### src/rtl/regfile_write_arbiter.sv
// Arbitrates the register-file write port between pipeline write-back (A, priority)
// and a FIFO-buffered long-latency unit (B), with a one-slot starvation stall.
module regfile_write_arbiter #(
  parameter int DEPTH        = 2,
  parameter int STARVE_LIMIT = 4,
  parameter int AW           = 5,
  parameter int DW           = 32
) (
  input  logic                   clock_in,
  input  logic                   reset,
  input  logic                   a_we,
  input  logic [AW-1:0]          a_reg,
  input  logic [DW-1:0]          a_data,
  input  logic                   b_valid,
  output logic                   b_ready,
  input  logic [AW-1:0]          b_reg,
  input  logic [DW-1:0]          b_data,
  output logic                   a_stall,
  output logic                   regWrite,
  output logic [AW-1:0]          writeReg,
  output logic [DW-1:0]          writeData,
  output logic [$clog2(DEPTH):0] fifo_cnt,
  output logic                   err
);

  localparam int PW = $clog2(DEPTH);
  localparam int CW = PW + 1;
  localparam int SW = $clog2(STARVE_LIMIT + 1);

  typedef enum logic {ARB, STALL} state_t;

  state_t          state;
  logic [SW-1:0]   starveCnt;
  logic [SW-1:0]   starveNext;
  logic [PW-1:0]   rdPtr;
  logic [PW-1:0]   wrPtr;
  logic [AW-1:0]   fifoReg  [DEPTH];
  logic [DW-1:0]   fifoData [DEPTH];

  logic aReq;
  logic push;
  logic pop;
  logic fifoEmpty;
  logic issueA;
  logic issueB;

  assign aReq      = a_we && (a_reg != '0);
  assign fifoEmpty = (fifo_cnt == '0);
  assign b_ready   = (fifo_cnt < CW'(DEPTH));
  // Register-0 B requests handshake normally but are never queued.
  assign push      = b_valid && b_ready && (b_reg != '0);
  assign issueA    = (state == ARB) && aReq;
  assign issueB    = !fifoEmpty && ((state == STALL) || !aReq);
  assign pop       = issueB;
  assign a_stall   = (state == STALL);

  always_comb begin
    starveNext = starveCnt;
    if (issueB || fifoEmpty) begin
      starveNext = '0;
    end else if (issueA && (starveCnt < SW'(STARVE_LIMIT))) begin
      starveNext = starveCnt + SW'(1);
    end
  end

  // Control and write-port registers
  always_ff @(posedge clock_in or negedge reset) begin
    if (!reset) begin
      state     <= ARB;
      starveCnt <= '0;
      fifo_cnt  <= '0;
      rdPtr     <= '0;
      wrPtr     <= '0;
      err       <= 1'b0;
      regWrite  <= 1'b0;
      writeReg  <= '0;
      writeData <= '0;
    end else begin
      starveCnt <= starveNext;

      if (state == STALL) begin
        state <= ARB;
        if (aReq) begin
          err <= 1'b1;
        end
      end else if (issueA && !fifoEmpty && (starveNext == SW'(STARVE_LIMIT))) begin
        state <= STALL;
      end

      if (push) begin
        wrPtr <= wrPtr + PW'(1);
      end
      if (pop) begin
        rdPtr <= rdPtr + PW'(1);
      end
      case ({push, pop})
        2'b10:   fifo_cnt <= fifo_cnt + CW'(1);
        2'b01:   fifo_cnt <= fifo_cnt - CW'(1);
        default: fifo_cnt <= fifo_cnt;
      endcase

      regWrite <= issueA || issueB;
      if (issueA) begin
        writeReg  <= a_reg;
        writeData <= a_data;
      end else if (issueB) begin
        writeReg  <= fifoReg[rdPtr];
        writeData <= fifoData[rdPtr];
      end
    end
  end

  // FIFO storage is data only and needs no reset
  always_ff @(posedge clock_in) begin
    if (push) begin
      fifoReg[wrPtr]  <= b_reg;
      fifoData[wrPtr] <= b_data;
    end
  end

endmodule

### config.mk
export PLATFORM = sky130hd
export DESIGN_NAME = regfile_write_arbiter
export DESIGN_NICKNAME = d
export VERILOG_FILES = /design/src/rtl/regfile_write_arbiter.sv
export SDC_FILE = /design/constraint.sdc
export NUM_CORES = 1
export LEC_CHECK = 0
export ABC_AREA = 0
export ABC_CLOCK_PERIOD_IN_PS = 3300
export BUFFER_PORTS_ARGS = -buffer_cell sky130_fd_sc_hd__buf_2
export CORE_ASPECT_RATIO = 2
export CORE_MARGIN = 8
export CORE_UTILIZATION = 25
export DETAILED_ROUTE_END_ITERATION = 10
export PLACE_DENSITY = 0.5
export SETUP_SLACK_MARGIN = 0.2
export SYNTH_ARGS = -nofsm -noshare
export SYNTH_HDL_FRONTEND = slang
export SYNTH_SLANG_ARGS = --single-unit
### constraint.sdc
create_clock -name clock_in -period 3.3 [get_ports clock_in]
set_input_delay 0.825 -clock clock_in [delete_from_list [all_inputs] [get_ports clock_in]]
set_output_delay 0.825 -clock clock_in [all_outputs]
set_load 0.005 [all_outputs]
==> insert_results.sql <==
INSERT INTO impl_metrics (metric_group, metric, value, unit) VALUES
('clocking', 'holdBufCountCts', '0', ''),
('logic_synthesis', 'synth.avg_cell_area', '13.5', 'um^2'),
('setup_path', 'critical_path.endpoint_type', 'flop', ''),
('logic_synthesis', 'compound_gate_portion_of_the_synthesized_area', '9.53', '%'),
('die', 'floorplan.die.height', '212', 'um'),
('pwr', 'power_per_cell_area', '883', 'nW/um^2'),
('die', 'die_w', '114', 'um'),
('grt', 'gr-total-overflow', '0', ''),
('setup_path', 'cp.required', '3.36', 'ns'),
('place', 'placed_area', '5700', 'um^2'),
('detailed_routing', 'met3_length', '999', 'um'),
('logic_synthesis', 'post_synth_instance_area', '4820', 'um^2'),
('logic_synthesis', 'synth_cell_count_leaders', 'edfxtp_1, dfrtp_1, nor2_1', ''),
('run', 'max_cap_violations', '0', ''),
('logic_synthesis', 'synth.area.mux_share', '7.90', '%'),
('hold_path', 'worstHoldPathType', 'input port to async pin', ''),
('final_layout', 'finalNetCount', '564', ''),
('grt', 'grt_first_pass_wirelength', '18.1', 'mm'),
('clocking', 'ctsResizeCount', '0', ''),
('clocking', 'clock_edge_transition_at_the_registers_on_the_reported_setup_and_hold_paths', '0.05', 'ns'),
('logic_synthesis', 'post-synth-top-count-cell', 'edfxtp_1', ''),
('clocking', 'clock_tree.htree_level_count', '4', ''),
('final_layout', 'drive_above_1_share', '34.8', '%'),
('clocking', 'cts_inserted_buffers', '17', ''),
('logic_synthesis', 'synth_cell_type_count', '25', ''),
('detailed_routing', 'wirelength', '11.5', 'mm'),
('grt', 'number_of_global_route_vias_before_repair', '3263', ''),
('setup_path', 'reg2reg_slack', '1.09', 'ns'),
('setup_path', 'maximum_fanout_encountered_on_the_critical_timing_path', '37', ''),
('clocking', 'clockBufferDepth', '2', ''),
('timing', 'layout_min_cycle_time', '2.32', 'ns'),
('die', 'number_of_i_o_pins', '121', ''),
('logic_synthesis', 'synthXorXnorAreaFrac', '1.09', '%'),
('setup_path', 'r2r.worst_path.cells', '3', ''),
('logic_synthesis', 'synthesis.yosys.warnings', '0', ''),
('logic_synthesis', 'synth.ff_latch_count', '121', ''),
('final_layout', 'final_design_area_no_fill', '6320', 'um^2'),
('logic_synthesis', 'synth.top_cells.by_area', 'edfxtp_1, dfrtp_1, mux2i_1', ''),
('timing', 'finalMaxSlewViolations', '0', ''),
('timing', 'period_share', '70.2', '%'),
('timing', 'worst-slew-pin-transition', '1.16', 'ns'),
('timing', 'timing.slew.headroom', '22.2', '%'),
('grt', 'largest_net_degree_at_the_start_of_global_routing', '51', ''),
('logic_synthesis', 'synth_flop_cell', 'edfxtp_1', ''),
('clocking', 'cts_tree', 'built', ''),
('clocking', 'insertion_delay_of_the_later_clocked_pin_in_the_worst_skew_pair', '0.40', 'ns'),
('logic_synthesis', 'post_synth_fa_ha_maj_area_fraction', '0.520', '%'),
('grt', 'groute.usage.overall', '9.85', '%'),
('logic_synthesis', 'synth_nets', '438', ''),
('timing', 'setup_viol', '0', ''),
('detailed_routing', 'm1WireLength', '5.46', 'mm'),
('die', 'design.core.area', '19100', 'um^2'),
('setup_path', 'start_kind', 'input port', ''),
('outcome', 'run_status', 'finished, final reports clean', ''),
('final_layout', 'synthToLayoutAreaGrowth', '31.3', '%'),
('logic_synthesis', 'synth-seq-area-share', '70.6', '%'),
('pwr', 'max-vdd-ir-drop', '434', 'uV'),
('detailed_routing', 'post_drt_wl_per_cell', '15.2', 'um'),
('detailed_routing', 'top_signal_layer_used', 'met5', ''),
('die', 'rows', '72', ''),
('timing', 'hold_viol', '0', ''),
('detailed_routing', 'route.detailed.drc', '0', ''),
('logic_synthesis', 'synth_top_area_cell', 'edfxtp_1', ''),
('final_layout', 'fillers', '2006', ''),
('logic_synthesis', 'postSynth.asyncResetShare', '38.8', '%'),
('clocking', 'clock_sinks', '121', ''),
('setup_path', 'worst-setup-path-type', 'input port to flop', ''),
('setup_path', 'timing.critical_path.arrival', '2.38', 'ns'),
('logic_synthesis', 'netlist_instances', '358', ''),
('timing', 'max_freq', '0.432', 'GHz'),
('die', 'floorplan.initialDensity', '25.2', '%');
## metrics by stage
stage                     cells  hold slack, ns  setup slack [ns]
after floorplan             358           0.468             0.213
after global placement      724           0.457             0.578
after detailed placement    724           0.461             0.514
after CTS                   756           0.297             0.947
after global routing        756           0.303             0.875
final                       757           0.303             0.983
## layer usage
metal	GRT usage [%]	up-vias
li1	-	1543
met1	12.4	1454
met2	14.5	111
met3	4.78	15
met4	3.19	2
met5	0	-
## layout make-up
cell class / instances / area, um^2 / share of cell area (%)
Sequential cell: 121 / 3400 / 53.7
Multi-Input combinational cell: 214 / 1310 / 20.7
Clock buffer: 24 / 482 / 7.62
Clock inverter: 8 / 143 / 2.26
Timing Repair Buffer: 127 / 653 / 10.3
Tap cell: 259 / 324 / 5.12
Inverter: 3 / 11.3 / 0.178
Antenna cell: 1 / 2.50 / 0.0396
## worst max-delay path: stages
cell      delay [ns]
buf_2           0.11
or4_1           0.54
o211ai_1        0.53
nor2_4          0.37
## logic make-up (layout without fill, tap and decap cells)
family                   after synthesis  in the layout
buffers and inverters                 23            162
flip-flops                           121            121
AND/OR/NAND/NOR                       88             88
AO/OA/AOI/OAI                         80             80
XOR/XNOR                               6              6
multiplexers                          38             38
other                                  0              1
adder cells (fa/ha/maj)                2              2
## worst max path at each step
stage	startpoint	endpoint	cells after the start
4_1_cts	b_reg[0]	fifoReg[1][2]	4
5_1_grt	b_reg[0]	fifoReg[1][0]	4
3_5_place_dp	b_reg[0]	fifoData[1][9]	4
3_3_place_gp	b_reg[0]	fifoData[0][9]	4
6_report	b_reg[0]	fifoData[1][14]	4
2_1_floorplan	b_reg[3]	fifoData[0][0]	3
## power by group
group	switching [mW]	internal [mW]	leakage, nW
sequential	0.211	2.01	1.25
clock	0.618	1.32	0.296
combinational	0.825	0.601	1.10
## layout by cell type (no fill, tap or decap), drive strengths merged, types with 3 or more instances in the layout
cell type  count
a21oi         38
buf          127
bufinv         4
clkbuf        24
dfrtp         47
edfxtp        74
inv            3
mux2i         38
nand2         37
nor2          44
nor4           3
o21ai         39
xnor2          4
## state kept, by name (all words and copies together) (netlist names), 2 cells and up
register	count
writeReg	5
fifoData	64
fifoReg	10
starveCnt	3
writeData	32
fifo_cnt	2
Power figures use the tool's default switching activity.
